==> config.mk <==
export PLATFORM = sky130hd
export DESIGN_NAME = psum_accum_ctrl
export DESIGN_NICKNAME = d
export VERILOG_FILES = /design/src/rtl/psum_ctrl_pkg.sv /design/src/rtl/psum_lane_add.sv /design/src/rtl/psum_accum_ctrl.sv
export SDC_FILE = /design/constraint.sdc
export NUM_CORES = 1
export LEC_CHECK = 0
export ABC_AREA = 1
export BUFFER_PORTS_ARGS = -buffer_cell sky130_fd_sc_hd__clkbuf_2
export CORE_UTILIZATION = 40
export DETAILED_ROUTE_END_ITERATION = 16
export MAX_ROUTING_LAYER = met4
export PLACE_DENSITY = 0.61
export SLEW_MARGIN = 20
export SYNTH_ARGS = -nofsm -noshare
export SYNTH_HDL_FRONTEND = slang
export SYNTH_HIERARCHICAL = 1
export SYNTH_SLANG_ARGS = --single-unit
==> constraint.sdc <==
create_clock -name clk -period 4 [get_ports clk]
set_input_delay 0 -clock clk [delete_from_list [all_inputs] [get_ports clk]]
set_output_delay 0 -clock clk [all_outputs]
set_load 0.01 [all_outputs]
==> src/rtl/psum_ctrl_pkg.sv <==
// Shared types and lane arithmetic for the partial-sum accumulation controller.
package psum_ctrl_pkg;

   localparam int PSUM_BW = 16;
   localparam logic [PSUM_BW-1:0] LANE_MAX = {1'b0, {(PSUM_BW-1){1'b1}}};
   localparam logic [PSUM_BW-1:0] LANE_MIN = {1'b1, {(PSUM_BW-1){1'b0}}};

   typedef enum logic [2:0] {IDLE, WAIT, RD, ACC, WR, DONE} psum_state_t;

   // Overflow shows up as disagreement between the sign-extended carry and the result MSB.
   function automatic logic [PSUM_BW-1:0] sat_add(input logic [PSUM_BW-1:0] a,
                                                  input logic [PSUM_BW-1:0] b);
      logic [PSUM_BW:0] s;
      s = {a[PSUM_BW-1], a} + {b[PSUM_BW-1], b};
      if (s[PSUM_BW] != s[PSUM_BW-1]) return s[PSUM_BW] ? LANE_MIN : LANE_MAX;
      return s[PSUM_BW-1:0];
   endfunction

   function automatic logic [PSUM_BW-1:0] relu(input logic [PSUM_BW-1:0] a);
      return a[PSUM_BW-1] ? '0 : a;
   endfunction

endpackage

==> src/rtl/psum_lane_add.sv <==
// Lane-parallel signed saturating adder with an optional per-lane ReLU clamp.
module psum_lane_add
   import psum_ctrl_pkg::*;
#(
   parameter int col     = 8,
   parameter int psum_bw = PSUM_BW
) (
   input  logic [col*psum_bw-1:0] a,
   input  logic [col*psum_bw-1:0] b,
   input  logic                   relu_en,
   output logic [col*psum_bw-1:0] y
);

   for (genvar l = 0; l < col; l++) begin : g_lane
      logic [psum_bw-1:0] s;
      assign s = sat_add(a[l*psum_bw +: psum_bw], b[l*psum_bw +: psum_bw]);
      assign y[l*psum_bw +: psum_bw] = relu_en ? relu(s) : s;
   end

endmodule

==> src/rtl/psum_accum_ctrl.sv <==
// OFIFO -> PMEM read-modify-write partial-sum accumulator across all kij of one conv.
// Define PSUM_ACC_RELU_EN to clamp negative lanes to 0 on the final kij write.
module psum_accum_ctrl
   import psum_ctrl_pkg::*;
#(
   parameter int col     = 8,
   parameter int psum_bw = PSUM_BW,
   parameter int NUM_KIJ = 9,
   parameter int NUM_OUT = 16,
   parameter int AW      = 9
) (
   input  logic                   clk,
   input  logic                   reset_n,
   input  logic                   start,
   input  logic [AW-1:0]          base_addr,
   input  logic                   ofifo_valid,
   input  logic [col*psum_bw-1:0] ofifo_out,
   output logic                   ofifo_rd,
   input  logic [col*psum_bw-1:0] pmem_q,
   output logic                   pmem_cen,
   output logic                   pmem_wen,
   output logic [AW-1:0]          pmem_addr,
   output logic [col*psum_bw-1:0] pmem_d,
   output logic                   busy,
   output logic                   done
);

   localparam int W  = col * psum_bw;
   localparam int OW = (NUM_OUT > 1) ? $clog2(NUM_OUT) : 1;
   localparam int KW = (NUM_KIJ > 1) ? $clog2(NUM_KIJ) : 1;

   psum_state_t   state;
   logic [AW-1:0] base_r;
   logic [OW-1:0] out_idx;
   logic [KW-1:0] kij_idx;
   logic [W-1:0]  hold;
   logic [W-1:0]  add_out;
   logic          last_kij, last_out, relu_en;

   assign last_kij = (kij_idx == KW'(NUM_KIJ - 1));
   assign last_out = (out_idx == OW'(NUM_OUT - 1));

`ifdef PSUM_ACC_RELU_EN
   assign relu_en = last_kij;
`else
   assign relu_en = 1'b0;
`endif

   psum_lane_add #(.col(col), .psum_bw(psum_bw)) u_add (
      .a       (hold),
      .b       (pmem_q),
      .relu_en (relu_en),
      .y       (add_out)
   );

   always_ff @(posedge clk or negedge reset_n) begin
      if (!reset_n) begin
         state     <= IDLE;
         base_r    <= '0;
         out_idx   <= '0;
         kij_idx   <= '0;
         hold      <= '0;
         ofifo_rd  <= 1'b0;
         pmem_cen  <= 1'b1;
         pmem_wen  <= 1'b1;
         pmem_addr <= '0;
         pmem_d    <= '0;
         busy      <= 1'b0;
         done      <= 1'b0;
      end else begin
         ofifo_rd <= 1'b0;
         done     <= 1'b0;
         case (state)
            IDLE: if (start) begin
               base_r  <= base_addr;
               out_idx <= '0;
               kij_idx <= '0;
               busy    <= 1'b1;
               state   <= WAIT;
            end
            // Outputs are registered, so the next state's PMEM command is issued here.
            WAIT: if (ofifo_valid) begin
               ofifo_rd  <= 1'b1;
               hold      <= ofifo_out;
               pmem_cen  <= 1'b0;
               pmem_addr <= base_r + AW'(out_idx);
               if (kij_idx == '0) begin
                  pmem_wen <= 1'b0;
                  pmem_d   <= ofifo_out;
                  state    <= WR;
               end else begin
                  pmem_wen <= 1'b1;
                  state    <= RD;
               end
            end
            RD: begin
               pmem_cen <= 1'b1;
               state    <= ACC;
            end
            ACC: begin
               pmem_d   <= add_out;
               pmem_cen <= 1'b0;
               pmem_wen <= 1'b0;
               state    <= WR;
            end
            WR: begin
               pmem_cen <= 1'b1;
               pmem_wen <= 1'b1;
               if (last_out) begin
                  out_idx <= '0;
                  kij_idx <= kij_idx + KW'(1);
               end else begin
                  out_idx <= out_idx + OW'(1);
               end
               if (last_kij && last_out) begin
                  done  <= 1'b1;
                  state <= DONE;
               end else begin
                  state <= WAIT;
               end
            end
            DONE: begin
               busy  <= 1'b0;
               state <= IDLE;
            end
            default: state <= IDLE;
         endcase
      end
   end

endmodule

==> qor.csv, run 1 <==
stage,metric,value,unit
outcome,status,completed,
route,Vias,22200,
clock_tree,CTS tree,yes,
route,Vias/cell,4.91,
place,PortBufs,410,
grt,pin count of the biggest net entering global routing,183,
clock_tree,CTS H-tree lvls,2,
critical_path,Reg2Reg Launch Point,hold[64],
floorplanning,Initial Util,0.406,
clock_tree,post-CTS resize count,0,
critical_path,Reg2Reg Setup Slack,1.20,ns
floorplanning,die height,236,um
layout,share of cells above drive strength 1,0.153,
clock_tree,Sink Count,290,
floorplanning,Die Wd,236,um
clock_tree,Clock transition at path regs,0.06,ns
place,final HPWL from detailed placement,50400,um
sta,final setup violation count,0,
layout,"commonest non-fill, non-tap cell in the layout",nand2_1,
layout,fin area,27100,um^2
route,drt drc,0,
critical_path,Worst path slowest cell,fa_1,
sta,Clock Skews,0.0124,ns
critical_path,cells on worst reg2reg path,16,
route,drt initial violations,1188,
synthesis,Unique masters post-synth,43,
grt,initial antenna violation count,5,
synthesis,Ys Warns,6,
sta,Hold Slack,0.0498,ns
critical_path,most frequent CP cell,nand2_1,
layout,footprint of the multi-input gates,12700,um^2
power,"IR drop worst, VDD",0.000424,V
min_path,HP Class,in -> async,
critical_path,Crit. End Element,flip-flop,
clock_tree,Max clock buf depth,3,
power,pwr dens,794,nW/um^2
route,Total Wirelength,70700,um
floorplanning,Top-Level Pins,411,
grt,Overflow after GRT,0,
place,DP Area,24400,um^2
critical_path,arrival time worst endpoint,3.30,ns
grt,first-pass GRT wire length,115000,um
critical_path,R2R Path End,pmem_d[78],
synthesis,Post-synth EDFFs,0,
synthesis,Synth Flop Type,dfrtp_1,
place,Placer Congestion,0.913,
critical_path,Worst Path Max Fanout,15,
synthesis,syn avg cell area,6.64,um^2
run,number of max-cap violations,0,
layout,NumNets Final,4203,
layout,FF/Latch Area,7260,um^2
floorplanning,FP Rows,85,
critical_path,CP Launch Type,flip-flop,
clock_tree,clock latency on the worst-skew pair,0.55,ns
synthesis,sequential fraction of the synthesis area,0.332,
power,Lkg Pwr,15.7,nW
grt,Global Route Usage Sum,0.264,
layout,most frequent cells in the layout,"nand2_1 (1323), clkbuf_2 (409), inv_1 (349)",
sta,Fin. Hold Viols,0,
critical_path,Crit Path Category,reg -> reg,
synthesis,#FFs+latches synth,290,
grt,vias in the first global route,22000,
sta,Final Cycle Share,0.701,
sta,RSZ-0062 raised after global routing,no,
clock_tree,CTS Buf Count,38,
layout,Syn-to-layout area delta,24.0,%
sta,Final Max Tran Viols,0,
floorplanning,Core ar.,53900,um^2
sta,Setup TNS,0,ns
clock_tree,CTS Root Cell,clkbuf_16,
sta,Fmax,0.357,GHz
critical_path,Crit path largest cell delay,0.41,ns
synthesis,Cells after Synth,3299,
synthesis,asr flop ratio synth,1.00,
critical_path,Crit path required time,4.49,ns
sta,Slew HR,0.304,
sta,clock period minus worst slack,2.80,ns
route,number of detailed-route iterations in the first pass,7,
floorplanning,die area,55700,um^2
sta,actual slew at the worst max-slew pin,1.04,ns
route,DRT antenna net count,0,
critical_path,"Critical Path, Cell by Cell","ha_1, inv_1, fa_1, o21ai_1, nand3_1, nand2_1, nand2_1, nand2_1, nand2_1, nand2_1, nand3_2, a21boi_1, nand3_1, nand2_1, nand2_1, nand2_1",
route,WL/cell,15.6,um
synthesis,Mapped Area,21900,um^2
layout,Fillers,5577,
==> kinds of logic after synthesis <==
group / synth area share
and+or+nand+nor: 0.338
buffers and inverters: 0.0927
AOI/OAI and AO/OA: 0.118
DFF: 0.332
adders and majority gates: 0.0854
xor gates and xnor gates: 0.0336
other: 0.000171
==> worst max-delay path, delay by kind of cell, from the launching register on <==
kind                       cells  cell delay, ns
AOI/OAI and AO/OA              2            0.49
adders and majority gates      2            0.61
DFF                            1            0.35
and+or+nand+nor               11            1.22
buffers and inverters          1            0.07
==> synthesized netlist by cell type (all sizes together) (2+ instances only) <==
| master | n | area, um^2 |
|---|---|---|
| nand2 | 1360 | 5230 |
| inv | 360 | 1350 |
| dfrtp | 288 | 7210 |
| o21ai | 245 | 1270 |
| nor2 | 206 | 806 |
| a21oi | 202 | 1090 |
| nand3 | 188 | 966 |
| ha | 135 | 1690 |
| buf | 88 | 549 |
| xor2 | 53 | 464 |
| clkbuf | 34 | 130 |
| xnor2 | 31 | 272 |
| nor3 | 21 | 120 |
| and2 | 19 | 119 |
| o21bai | 17 | 128 |
| nand4 | 15 | 93.8 |
| fa | 9 | 180 |
| a21o | 8 | 60.1 |
| or2 | 8 | 50.1 |
| a21boi | 4 | 30.0 |
| dfstp | 2 | 52.6 |
==> power breakdown <==
| group | internal [mW] | switching (mW) | total (mW) |
|---|---|---|---|
| Combinational | 4.51 | 8.26 | 12.8 |
| Clock | 2.24 | 1.40 | 3.64 |
| Sequential | 4.34 | 0.813 | 5.15 |
| Total | 11.1 | 10.5 | 21.6 |
==> through the flow <==
stage / utilization / setup WS, ns / cells / power, mW
global placement: 0.452 / 1.21 / 4301 / 17.7
detailed placement: 0.452 / 1.18 / 4301 / 17.7
CTS: 0.503 / 1.18 / 4512 / 21.6
floorplan: - / 1.74 / 3303 / 14.6
global route: 0.503 / 0.926 / 4518 / 23.8
finish: 0.503 / 1.20 / 4519 / 21.6
==> repair_timing <==
item / in CTS / in global routing
endpoints found under the setup margin: 0 / 0
setup buffers: 0 / 0
hold endpoints to repair: 362 / 0
hold buffers: 144 / 0
==> routing by layer <==
layer / routed length, um / GRT usage / vias up
li1: - / - / 11400
met1: 33100 / 0.342 / 10200
met2: 32100 / 0.425 / 540
met3: 3700 / 0.0385 / 113
met4: 1810 / 0.0788 / 0
met5: 0 / - / -
==> sequential cells by signal, summed over array words and instances (netlist names) <==
| signal | count |
|---|---|
| ofifo_rd | 1 |
| state | 3 |
| busy | 1 |
| hold | 128 |
| pmem_d | 128 |
| base_r | 9 |
| pmem_cen | 1 |
| pmem_addr | 9 |
| done | 1 |
| pmem_wen | 1 |
| out_idx | 4 |
| kij_idx | 4 |
==> area by class of cell <==
| type | instances | share of cell area |
|---|---|---|
| clock buffer | 54 | 0.0406 |
| antenna | 6 | 0.000553 |
| inverter | 360 | 0.0498 |
| clock inverter | 13 | 0.00724 |
| sequential | 290 | 0.267 |
| timing repair buffer | 569 | 0.136 |
| multi-input combinational | 2531 | 0.467 |
| tap | 696 | 0.0321 |
==> worst max-delay path by stage <==
stage | start | to
floorplan | hold[16] | pmem_d[21]
global placement | hold[64] | pmem_d[78]
detailed placement | hold[64] | pmem_d[78]
CTS | hold[64] | pmem_d[78]
global route | hold[91] | pmem_d[86]
finish | hold[64] | pmem_d[78]
Note: power is estimated with default switching activity, not from simulation.
==> inputs of run 2 (changes only) <==
==> constraint.sdc (replaced) <==
create_clock -name clk -period 2.8 [get_ports clk]
set_input_delay 0 -clock clk [delete_from_list [all_inputs] [get_ports clk]]
set_output_delay 0 -clock clk [all_outputs]
set_load 0.01 [all_outputs]
==> run 2 against run 1 <==
  * Clock-buffer cell count is 9 lower
  * Critical endpoint is now pmem_d[10]
  * Sequential power up 43%
  * Critical path type unchanged
  * Sequential share of layout area decreased by 0.41 points
  * Sequential cell count unchanged
  * Critical path depth increased by 2
  * Final area grew 1.6%
  * Clock skew increased by 0.00069 ns
==> qor.csv, run 2 (synthesis gave the netlist of run 1 again) <==
stage,metric,value,unit
sta,final setup violation count,0,
min_path,HP Class,in -> reg,
critical_path,Worst Path Max Fanout,8,
sta,Fin. Hold Viols,0,
power,Lkg Pwr,15.9,nW
route,WL/cell,15.5,um
clock_tree,Clock transition at path regs,0.06,ns
floorplanning,FP Rows,85,
clock_tree,CTS tree,yes,
route,Vias/cell,4.92,
sta,"Worst Setup Slack, final",0.198,ns
run,number of max-cap violations,0,
grt,Global Route Usage Sum,0.260,
critical_path,CP Launch Type,flip-flop,
clock_tree,clock latency on the worst-skew pair,0.56,ns
floorplanning,Initial Util,0.406,
layout,Fillers,5468,
layout,share of cells above drive strength 1,0.159,
layout,"commonest non-fill, non-tap cell in the layout",nand2_1,
clock_tree,CTS Buf Count,38,
grt,first-pass GRT wire length,114000,um
layout,Final Util,0.511,
place,PortBufs,410,
outcome,status,completed,
sta,Fmax,0.384,GHz
critical_path,Crit. End Element,flip-flop,
layout,most frequent cells in the layout,"nand2_1 (1321), clkbuf_2 (409), inv_1 (349)",
sta,clock period minus worst slack,2.60,ns
route,Total Wirelength,70800,um
clock_tree,Sink Count,290,
sta,actual slew at the worst max-slew pin,0.671,ns
route,DRT antenna net count,0,
sta,Final Max Tran Viols,0,
floorplanning,die height,236,um
layout,FF/Latch Area,7260,um^2
grt,vias in the first global route,21700,
route,Vias,22400,
clock_tree,Max clock buf depth,3,
place,Placer Congestion,0.906,
sta,Final Cycle Share,0.929,
route,drt drc,0,
layout,biggest regs,"hold x128, pmem_d x128",
grt,Overflow after GRT,0,
sta,Clock Skews,0.0130,ns
layout,Layout Cells excl Fill,4554,
layout,Syn-to-layout area delta,25.9,%
floorplanning,Top-Level Pins,411,
route,number of detailed-route iterations in the first pass,5,
route,drt initial violations,1315,
floorplanning,Die Wd,236,um
layout,footprint of the multi-input gates,12800,um^2
power,"IR drop worst, VDD",0.000721,V
power,pwr dens,1130,nW/um^2
critical_path,Crit Path Category,reg -> reg,
place,final HPWL from detailed placement,51100,um
place,dpl cells,4318,
clock_tree,CTS Root Cell,clkbuf_16,
floorplanning,die area,55700,um^2
grt,pin count of the biggest net entering global routing,132,
floorplanning,Core ar.,53900,um^2
place,pre-CTS setup slack,0.101,ns
sta,Slew HR,0.552,
clock_tree,CTS H-tree lvls,2,
grt,initial antenna violation count,5,
layout,NumNets Final,4239,
critical_path,arrival time worst endpoint,3.10,ns
sta,Setup TNS,0,ns
critical_path,Crit path required time,3.29,ns
[run 2: worst max-delay path: stages, from the launching register on]
cell and delay, ns:
dfrtp_1 0.35, ha_1 0.19, inv_1 0.06, fa_1 0.41, o21ai_2 0.19, nand2_1 0.07
nand2_1 0.14, nand2_1 0.09, nand2_1 0.07, nand2_1 0.04, nand2_1 0.14, inv_1 0.14
nand2_4 0.15, nand2_1 0.07, inv_1 0.05, nor2_1 0.04, a21oi_1 0.17, nand2_1 0.09
nand2_1 0.09
[run 2: stage by stage]
step	instance area (um^2)	total power, mW	hold WS, ns
after floorplan	21900	20.8	-0.296
after global placement	24500	25.3	-0.0243
after detailed placement	24500	25.4	-0.0201
after CTS	27400	30.9	0.00869
after global routing	27600	34.3	0.0531
final	27600	31.2	0.0419
[run 2: report_power, final]
| group | total [mW] | switching, mW | internal, mW | leakage (nW) |
|---|---|---|---|---|
| clock network | 5.01 | 2.03 | 2.97 | 0.617 |
| logic | 18.8 | 12.0 | 6.76 | 11.7 |
| registers | 7.39 | 1.19 | 6.19 | 3.61 |
[run 2: final cells by class]
type                       instances  share of cell area
multi-input combinational       2534               0.464
sequential                       290               0.263
timing repair buffer             602               0.146
inverter                         360              0.0492
clock buffer                      45              0.0369
tap                              696              0.0316
clock inverter                    22             0.00867
antenna                            5            0.000454
[run 2: what timing repair did]
item | CTS | global route
setup buffers | 0 | 1
endpoints found under the setup margin | 0 | 79
resized for setup | 0 | 24
hold endpoints to repair | 553 | 0
hold buffers | 160 | 0
[run 2: routing by layer]
layer | track usage | vias up | wire length, um
met5 | - | - | 0
met3 | 0.0411 | 122 | 3460
li1 | - | 11400 | -
met2 | 0.408 | 531 | 32000
met4 | 0.0871 | 0 | 2260
met1 | 0.341 | 10300 | 33000
[run 2: path summary, 6_finish.rpt]
| check | slack, ns | endpoint | depth (start not counted) | from |
|---|---|---|---|---|
| worst max-delay path | 0.20 | pmem_d[10] | 18 | hold[0] |
| worst min-delay path | 0.04 | pmem_d[96] | 8 | pmem_q[96] |
| worst max register to register | 0.20 | pmem_d[10] | 18 | hold[0] |
| worst min register to register | 0.48 | pmem_addr[0] | 2 | pmem_addr[0] |
| max in group asynchronous | 2.17 | hold[70] | 4 | reset_n |
| min in group asynchronous | 0.12 | hold[13] | 3 | reset_n |
